`config.mk`:
```
export PLATFORM = sky130hd
export DESIGN_NAME = bf_addsub_mod_flat
export DESIGN_NICKNAME = d
export VERILOG_FILES = /design/src/rtl/ntt_pkg.sv /design/src/rtl/bf_addsub_mod_if.sv /design/src/rtl/addsub_mod.sv /design/src/rtl/bf_addsub_mod.sv /design/src/flat_wrapper.sv
export SDC_FILE = /design/constraint.sdc
export NUM_CORES = 1
export LEC_CHECK = 0
export CAP_MARGIN = 20
export CORE_MARGIN = 3
export CORE_UTILIZATION = 32
export DETAILED_ROUTE_END_ITERATION = 10
export PLACE_DENSITY = 0.59
export SYNTH_ARGS = -nofsm -noshare
export SYNTH_HDL_FRONTEND = slang
export SYNTH_SLANG_ARGS = --single-unit
```
`constraint.sdc`:
```
create_clock -name clk -period 5.9 [get_ports clk]
set_clock_uncertainty 0.2 [all_clocks]
set_input_delay 0.59 -clock clk [delete_from_list [all_inputs] [get_ports clk]]
set_output_delay 0.59 -clock clk [all_outputs]
set_load 0.03 [all_outputs]
```
`src/rtl/ntt_pkg.sv`:
```
// Shared NTT datapath constants and types.
// Multiplier and butterfly stages must agree on these defaults.
package ntt_pkg;

    localparam int NTT_DATA_WIDTH = 22;
    localparam int NTT_MODULUS    = 4194301;
    localparam int NTT_MUL_LAT    = 3;
    localparam int NTT_FRAME_LEN  = 16384;

    typedef logic [NTT_DATA_WIDTH-1:0] data_t;

endpackage

```
`src/rtl/bf_addsub_mod_if.sv`:
```
// Butterfly back-end stream bundle.
// Ports: in_valid/a_in/byp_in/bw_in from upstream,
//        out_valid/x_out/y_out/out_last to the next radix stage.
interface bf_addsub_mod_if
    import ntt_pkg::*;
#(
    parameter int DATA_WIDTH = NTT_DATA_WIDTH
);

    logic                  in_valid;
    logic [DATA_WIDTH-1:0] a_in;
    logic                  byp_in;
    logic [DATA_WIDTH-1:0] bw_in;
    logic                  out_valid;
    logic [DATA_WIDTH-1:0] x_out;
    logic [DATA_WIDTH-1:0] y_out;
    logic                  out_last;

    modport master (
        output in_valid, a_in, byp_in, bw_in,
        input  out_valid, x_out, y_out, out_last
    );

    modport slave (
        input  in_valid, a_in, byp_in, bw_in,
        output out_valid, x_out, y_out, out_last
    );

endinterface

```
`src/rtl/addsub_mod.sv`:
```
// Combinational modular add/sub: x=(a+bw) mod P, y=(a-bw) mod P.
// Ports: a, bw in (both < P); x, y out.
module addsub_mod
    import ntt_pkg::*;
#(
    parameter int DATA_WIDTH = NTT_DATA_WIDTH,
    parameter int MODULUS    = NTT_MODULUS
) (
    input  logic [DATA_WIDTH-1:0] a,
    input  logic [DATA_WIDTH-1:0] bw,
    output logic [DATA_WIDTH-1:0] x,
    output logic [DATA_WIDTH-1:0] y
);

    localparam logic [DATA_WIDTH:0] P_EXT = (DATA_WIDTH+1)'(MODULUS);

    logic [DATA_WIDTH:0] s;
    logic [DATA_WIDTH:0] d;

    always_comb begin
        s = {1'b0, a} + {1'b0, bw};
        d = {1'b0, a} - {1'b0, bw};
        x = (s >= P_EXT) ? DATA_WIDTH'(s - P_EXT) : DATA_WIDTH'(s);
        // a < bw: d wrapped past zero, adding P brings it back into range
        y = (a >= bw) ? DATA_WIDTH'(d) : DATA_WIDTH'(d + P_EXT);
    end

endmodule

```
`src/rtl/bf_addsub_mod.sv`:
```
// NTT butterfly back-end: aligns a with the multiplier product,
// outputs registered (a+bw, a-bw) mod P with valid/last framing.
// Ports: clk, rst_n (async, active-high), bus (slave side of stream).
module bf_addsub_mod
    import ntt_pkg::*;
#(
    parameter int DATA_WIDTH = NTT_DATA_WIDTH,
    parameter int MODULUS    = NTT_MODULUS,
    parameter int MUL_LAT    = NTT_MUL_LAT,
    parameter int FRAME_LEN  = NTT_FRAME_LEN
) (
    input  logic           clk,
    input  logic           rst_n,
    bf_addsub_mod_if.slave bus
);

    if (MUL_LAT < 1) begin : g_bad_lat
        $error("MUL_LAT must be >= 1");
    end
    if (FRAME_LEN < 1) begin : g_bad_frame
        $error("FRAME_LEN must be >= 1");
    end

    localparam int CNT_W = (FRAME_LEN > 1) ? $clog2(FRAME_LEN) : 1;
    localparam logic [CNT_W-1:0] CNT_MAX = CNT_W'(FRAME_LEN - 1);

    // Delay line: stage MUL_LAT-1 is the one that meets bw_in
    logic [MUL_LAT-1:0]    dl_valid_q, dl_valid_d;
    logic [MUL_LAT-1:0]    dl_byp_q, dl_byp_d;
    logic [DATA_WIDTH-1:0] dl_a_q [MUL_LAT];
    logic [DATA_WIDTH-1:0] dl_a_d [MUL_LAT];

    logic                  out_valid_q, out_valid_d;
    logic                  out_last_q, out_last_d;
    logic [DATA_WIDTH-1:0] x_q, x_d;
    logic [DATA_WIDTH-1:0] y_q, y_d;
    logic [CNT_W-1:0]      cnt_q, cnt_d;

    logic                  tail_valid;
    logic                  tail_byp;
    logic [DATA_WIDTH-1:0] tail_a;
    logic [DATA_WIDTH-1:0] sum_x;
    logic [DATA_WIDTH-1:0] dif_y;

    assign tail_valid = dl_valid_q[MUL_LAT-1];
    assign tail_byp   = dl_byp_q[MUL_LAT-1];
    assign tail_a     = dl_a_q[MUL_LAT-1];

    addsub_mod #(
        .DATA_WIDTH (DATA_WIDTH),
        .MODULUS    (MODULUS)
    ) u_addsub (
        .a  (tail_a),
        .bw (bus.bw_in),
        .x  (sum_x),
        .y  (dif_y)
    );

    always_comb begin
        dl_valid_d[0] = bus.in_valid;
        dl_byp_d[0]   = bus.in_valid ? bus.byp_in : dl_byp_q[0];
        dl_a_d[0]     = bus.in_valid ? bus.a_in : dl_a_q[0];
        for (int k = 1; k < MUL_LAT; k++) begin
            dl_valid_d[k] = dl_valid_q[k-1];
            // Data only moves with a valid sample; bubbles leave it parked
            dl_byp_d[k]   = dl_valid_q[k-1] ? dl_byp_q[k-1] : dl_byp_q[k];
            dl_a_d[k]     = dl_valid_q[k-1] ? dl_a_q[k-1] : dl_a_q[k];
        end
    end

    always_comb begin
        out_valid_d = tail_valid;
        out_last_d  = 1'b0;
        x_d         = x_q;
        y_d         = y_q;
        cnt_d       = cnt_q;
        if (tail_valid) begin
            x_d        = tail_byp ? tail_a : sum_x;
            y_d        = tail_byp ? bus.bw_in : dif_y;
            out_last_d = (cnt_q == CNT_MAX);
            cnt_d      = out_last_d ? '0 : cnt_q + CNT_W'(1);
        end
    end

    always_ff @(posedge clk or posedge rst_n) begin
        if (rst_n) begin
            dl_valid_q  <= '0;
            dl_byp_q    <= '0;
            for (int k = 0; k < MUL_LAT; k++) begin
                dl_a_q[k] <= '0;
            end
            out_valid_q <= 1'b0;
            out_last_q  <= 1'b0;
            x_q         <= '0;
            y_q         <= '0;
            cnt_q       <= '0;
        end else begin
            dl_valid_q  <= dl_valid_d;
            dl_byp_q    <= dl_byp_d;
            for (int k = 0; k < MUL_LAT; k++) begin
                dl_a_q[k] <= dl_a_d[k];
            end
            out_valid_q <= out_valid_d;
            out_last_q  <= out_last_d;
            x_q         <= x_d;
            y_q         <= y_d;
            cnt_q       <= cnt_d;
        end
    end

    assign bus.out_valid = out_valid_q;
    assign bus.out_last  = out_last_q;
    assign bus.x_out     = x_q;
    assign bus.y_out     = y_q;

endmodule

```
`src/flat_wrapper.sv`:
```
// flat-port wrapper written by rule: the top's interface ports become plain ports
module bf_addsub_mod_flat import ntt_pkg::*;
#(
    parameter int DATA_WIDTH = NTT_DATA_WIDTH,
    parameter int MODULUS    = NTT_MODULUS,
    parameter int MUL_LAT    = NTT_MUL_LAT,
    parameter int FRAME_LEN  = NTT_FRAME_LEN
)
  (clk, rst_n, bus_in_valid, bus_a_in, bus_byp_in, bus_bw_in, bus_out_valid, bus_x_out, bus_y_out, bus_out_last);
  bf_addsub_mod_if #(.DATA_WIDTH(DATA_WIDTH)) bus_i ();
  input  logic clk;
  input  logic rst_n;
  input wire logic [$bits(bus_i.in_valid)-1:0] bus_in_valid;
  input wire logic [$bits(bus_i.a_in)-1:0] bus_a_in;
  input wire logic [$bits(bus_i.byp_in)-1:0] bus_byp_in;
  input wire logic [$bits(bus_i.bw_in)-1:0] bus_bw_in;
  output wire logic [$bits(bus_i.out_valid)-1:0] bus_out_valid;
  output wire logic [$bits(bus_i.x_out)-1:0] bus_x_out;
  output wire logic [$bits(bus_i.y_out)-1:0] bus_y_out;
  output wire logic [$bits(bus_i.out_last)-1:0] bus_out_last;
  assign bus_i.in_valid = bus_in_valid;
  assign bus_i.a_in = bus_a_in;
  assign bus_i.byp_in = bus_byp_in;
  assign bus_i.bw_in = bus_bw_in;
  assign bus_out_valid = bus_i.out_valid;
  assign bus_x_out = bus_i.x_out;
  assign bus_y_out = bus_i.y_out;
  assign bus_out_last = bus_i.out_last;
  bf_addsub_mod #(.DATA_WIDTH(DATA_WIDTH), .MODULUS(MODULUS), .MUL_LAT(MUL_LAT), .FRAME_LEN(FRAME_LEN)) u_core (.clk(clk), .rst_n(rst_n), .bus(bus_i));
endmodule
```
## Word level (Yosys, flattened, before mapping)

Cells that the tools add are included.

- $add $sub $neg: 5
- $lt $le $gt $ge: 2
- Eq/ne operators: 1
- Multiplexer cells: 6

Operators by type and width:

| operator | count |
|---|---|
| 2-to-1 mux 22 bit | 4 |
| adder 22 x 22 -> 23 bit | 1 |
| greater-or-equal comparator 23 x 22 -> 1 bit (second input constant) | 1 |
| adder 22 bit (second input constant) | 1 |
| greater-or-equal comparator 22 bit | 1 |
| subtractor 22 bit | 1 |
| subtractor 22 bit (second input constant) | 1 |
| adder 14 x 1 -> 14 bit (second input constant) | 1 |
| == test 14 bit (second input constant) | 1 |
| 2-to-1 mux 14 bit | 1 |
| 2-to-1 mux 1 bit | 1 |

- Flip-flop bits (word level): 132
- Output and inout bits: 46
- Logic and storage cells: 26

## Logic depth before layout (Yosys ltp)

- Word-level depth: 4
- Depth in mapped cells: 15
- Gate-level depth less buffers: 14

## By module

A second synthesis with hierarchy kept.

- Cells, all modules: 966
- Area, all modules: 9155.0 sq um

Modules (own cells, without submodules):

| module | instances | cells an instance | area each (sq um) | sequential area each (sq um) |
|---|---|---|---|---|
| bf_addsub_mod | 1 | 409 | 5367.6 | 3303.2 |
| addsub_mod | 1 | 557 | 3787.4 | 0.0 |

## Least setup slack after synthesis

Ideal clock, no wire load.

- Path kind: input to register
- From: input port bus_bw_in[0]
- To: register u_core.x_q[15], in the netlist u_core.bus.x_out[15]
- Setup time: 126 ps
- Data arrival time: 4103 ps
- Required time: 5574 ps
- Path slack: 1471 ps
- Cell stages on the path: 14
- Path buffers: 0
- Cells stage by stage: ha_1 -> inv_1 -> fa_1 -> o21bai_1 -> nor4b_4 -> or4_4 -> a311oi_2 -> xnor2_1 -> or4_1 -> or4b_4 -> o21a_1 -> nand4b_1 -> xnor2_1 -> a221o_1

- Longest elaborated chain between the ends: 4
- Elaborated cells between the ends (all ways): 5

RTL lines:

| item | RTL line | source |
|---|---|---|
| from (decl) | flat_wrapper.sv:16 | `input wire logic [$bits(bus_i.bw_in)-1:0] bus_bw_in;` |
| adder 22 x 22 -> 23 bit * | addsub_mod.sv:21 | `s = {1'b0, a} + {1'b0, bw};` |
| subtractor 22 bit / greater-or-equal comparator 23 x 22 -> 1 bit (equally long branches) | addsub_mod.sv:23 | `x = (s >= P_EXT) ? DATA_WIDTH'(s - P_EXT) : DATA_WIDTH'(s);` |
| 2-to-1 mux 22 bit * | addsub_mod.sv:23 |  |
| 2-to-1 mux 22 bit * | bf_addsub_mod.sv:78 | `x_d = tail_byp ? tail_a : sum_x;` |
| to (signal assigned) | bf_addsub_mod.sv:94 | `x_q <= '0;` |
| to (signal assigned) | bf_addsub_mod.sv:105 | `x_q <= x_d;` |
| to (decl) | bf_addsub_mod.sv:35 | `logic [DATA_WIDTH-1:0] x_q, x_d;` |

Every way passes the cells marked *; elsewhere a longest branch is shown, timed or not.
A chain may end at the register's enable or synchronous reset.

## Worst setup path after layout

- From: input port bus_bw_in[14]
- To: register u_core.x_q[9], in the netlist u_core.bus.x_out[9]

- Longest elaborated chain between the ends: 4

RTL lines:

| item | RTL line |
|---|---|
| adder 22 x 22 -> 23 bit | addsub_mod.sv:21 |
| greater-or-equal comparator 23 x 22 -> 1 bit | addsub_mod.sv:23 |
| 2-to-1 mux 22 bit | addsub_mod.sv:23 |
| 2-to-1 mux 22 bit | bf_addsub_mod.sv:78 |

Every way passes these cells.

==> results by group <==
Global routing
  – Vias in the first global route: roughly 7500
  – First-pass GRT wire length: 41100 µm
  – Initial antenna violation count: 0
  – Global route overflow: 0
  – Largest net degree at the start of global routing: about 90
  – Overall Global Routing Usage: between 15 and 20%

Cells and area
  – Area delta synth->final: 21.9%
  – Share of layout cells above drive strength 1: between 10% and 20%
  – Most frequent cells in the layout: dfrtp_1 (132), clkdlybuf4s50_1 (93), nor2_1 (83), mux2_2 (83), nand2_1 (63)
  – Post-route design area: roughly 11000 µm²
  – Most common cell after layout, fill and taps aside: dfrtp_1
  – Fin util: between 40% and 50%
  – Layout Nets: roughly 1100
  – Layout filler cell count: between 2000 and 3000
  – Antenna cells: 0

Drt
  – DR DRC count: 0
  – Drt wl/cell: 17.8 µm
  – Post-route ant nets: 0
  – DRT iter0 DRCs: ~580
  – Via count: approximately 7500
  – Met3 wire len: between 1500 and 2000 µm
  – Total length of routed wires: about 25000 µm
  – Drt pass-1 iters: 5
  – Metal2 WL: approximately 11000 µm
  – Highest metal used: met4
  – DR vias/cell: approximately 5.3
  – Metal-1 WL: 12200 µm

Timing
  – Finish-stage setup viols: 0
  – Post-layout minimum cycle time: between 5 and 6 ns
  – Final Hold Viols: 0
  – Worst slew margin: around 34%
  – Final period util: 85.6%
  – RSZ-0062 raised after global routing: false
  – Worst-Margin Slew: 0.990 ns
  – Fmax: 0.198 GHz
  – Count of pins over their slew limit: 0
  – Min setup slack post-route: 0.851 ns
  – Setup tns final: 0 ns

Flow run
  – Max cap viols: 0

Pwr
  – Design internal power: around 2.6 mW
  – Clock power share: 24.2%
  – Power Dens Cells: 405 nW/µm²
  – Sequential power share: 29.4%
  – Comb power frac: between 40% and 50%
  – Static Leak: approximately 4.5 nW
  – Max IR drop VDD: approximately 0.17 mV
  – P_sw: ~1.8 mW
  – Sw frac: around two fifths

Synthesis
  – Synth Flop Type: dfrtp_1
  – Seq cells post-synth: approximately 130
  – Register area share after synthesis: between 30 and 40%
  – Top post-synthesis cells by area: dfrtp_1 (37%), mux2_2 (10%), ha_1 (6.7%)
  – Largest family of logic cells by synthesized area: compound AO/OA/AOI/OAI gates
  – Share of the synthesized area in the top cell type: ~37%
  – Post-Syn Nets: 1057
  – Synthesis Warnings: 0
  – Synth Area in XOR/XNOR: ~7.6%
  – Compound-Gate Fraction of Synth Area: approximately 18%
  – Post-Synth Simple-Gate Area: approximately 16%
  – Mapped cell area: 8970 µm²
  – Synth Area in Adders: between 7 and 8%
  – Asr flop ratio synth: 100%
  – Mux cell area share after synthesis: 10.4%
  – Synthesized netlist cell count: ~960
  – Number of enable flip-flop cells after synthesis: 0
  – Avg Inst Size Synth: around 9.4 µm²
  – Synth unique cells: 76
  – Leading area contributor after synthesis: dfrtp_1

Worst setup path
  – Worst R2R End: u_core.bus.x_out[9]
  – CP Class: primary input to flop
  – Crit path launch type: primary input
  – Worst reg2reg setup slack: 1.12 ns
  – Maximum fanout along the worst path: 14
  – R2R depth: 13
  – Worst path required time: 5.98 ns
  – Reg-to-reg startpoint: u_core.tail_a[3]
  – Crit. End Element: flop
  – CP arrival: approximately 5 ns

Placed design
  – Dpl hpwl: roughly 19000 µm
  – Placed cell areas: 10300 µm²
  – IO buf count: between 90 and 100
  – Gpl congestion: between 0.9 and 1
  – Pre-CTS setup slack: about 0.44 ns

Clock tree
  – Clk buf depth: 2
  – Resize count post-CTS: 0
  – CTS tree: done
  – Root Buffer: clkbuf_16
  – H-tree Lvls: 4
  – CTS clk-pin slew, worst paths: about 0.060 ns
  – CTS Buf Count: 17
  – Worst skew pair latency: roughly 0.42 ns
  – # clock sinks: about 130
  – # hold bufs at CTS: 0
  – Setup Fix Bufs, Post-CTS: 0

Die
  – Die W: about 170 µm
  – Rows: 60
  – Starting Density: 32.9%
  – DIE HEIGHT: ~170 µm
  – Die footprint: 30100 µm²
  – Core Area: approximately 27000 µm²
  – IO Pins: 94

Hold path
  – Min-delay src: u_core.cnt_q[12]
  – Hold Path Depth: 1
  – Hold Crit Endpoint: u_core.cnt_q[12]
  – Hold WC Path Type: flop to flop

Outcome
  – Status: complete, no violations
-- worst max path at each step --
| stage | from | end | slack, ns | depth (start not counted) |
|---|---|---|---|---|
| after global routing | bus_bw_in[1] | u_core.bus.x_out[9] | 0.56 | 15 |
| after CTS | bus_bw_in[14] | u_core.bus.x_out[9] | 0.85 | 14 |
| after floorplan | bus_bw_in[0] | u_core.bus.x_out[15] | 1.47 | 14 |
| final | bus_bw_in[14] | u_core.bus.x_out[9] | 0.85 | 14 |
| after detailed placement | bus_bw_in[3] | u_core.bus.x_out[9] | 0.44 | 15 |
| after global placement | bus_bw_in[14] | u_core.bus.x_out[9] | 0.42 | 14 |
-- stage by stage --
| stage | power, mW | hold WS (ns) | std cells |
|---|---|---|---|
| floorplan | 2.69 | 0.152 | 959 |
| global placement | 3.34 | 0.264 | 1394 |
| detailed placement | 3.35 | 0.272 | 1394 |
| CTS | 4.46 | 0.283 | 1426 |
| global route | 4.71 | 0.303 | 1429 |
| finish | 4.43 | 0.279 | 1429 |
-- power by group through the flow --
stage               clock network (mW)  logic (mW)  registers (mW)
finish                            1.07        2.06            1.30
global route                      1.13        2.25            1.33
CTS                               1.10        2.05            1.30
detailed placement                   0        2.04            1.31
global placement                     0        2.03            1.31
floorplan                            0        1.20            1.49
-- worst max-delay path: stages --
cell and delay (ns):
clkdlybuf4s50_1 0.55, inv_1 0.06, ha_1 0.47, nor4_1 0.62
o31ai_1 0.29, a2111oi_0 0.46, a211oi_1 0.19, a311o_1 0.41
or4b_4 0.57, o21a_1 0.21, buf_4 0.19, nor3b_1 0.23
xor2_1 0.18, o21ai_0 0.09
-- synthesized netlist by cell type, drive strengths merged (6+ instances only) --
cell type,number
dfrtp,132
mux2,83
nor2,83
nand2,63
o21ai,57
xnor2,57
inv,50
a21oi,48
ha,48
clkbuf,33
nor3,27
nand3,24
xor2,18
a22oi,15
nor4,14
or3,13
a21o,12
o211ai,12
nand4,10
a31oi,9
buf,9
nor2b,9
a211oi,8
and3,8
o31ai,8
a221o,7
nand2b,7
o31a,7
o21a,6
or2,6
-- cell type report --
cell class	count	area, µm²	area share (%)
flip-flops and latches	132	3300	30.2
inverters	52	200	1.83
clock inverters	13	140	1.28
repair buffers	108	1060	9.74
clock buffers	19	453	4.14
multi-input cells	733	5310	48.5
well taps	372	465	4.26
-- logic make-up (layout without fill, tap and decap cells) --
kind of cell	Yosys count	count (layout)
flops	132	132
xor+xnor	76	76
simple gates	291	291
mux	83	83
compound gates	233	233
fa+ha+maj	50	50
buf+inv	94	192
-- per-layer routing --
metal / vias to the layer above / track usage (%)
met1: 3651 / 23.6
met4: 0 / 4.80
met5: - / 0
li1: 3636 / -
met2: 225 / 26.3
met3: 27 / 3.57
-- state kept, by name, indices dropped and copies added, names as in the netlist --
| signal | count |
|---|---|
| u_core.bus.y_out | 22 |
| u_core.dl_byp_q | 3 |
| u_core.dl_a_q | 44 |
| u_core.cnt_q | 14 |
| u_core.bus.x_out | 22 |
| u_core.bus.out_last | 1 |
| u_core.tail_a | 22 |
| u_core.dl_valid_q | 3 |
| u_core.bus.out_valid | 1 |
No activity file was read; power rests on OpenSTA's default activity.
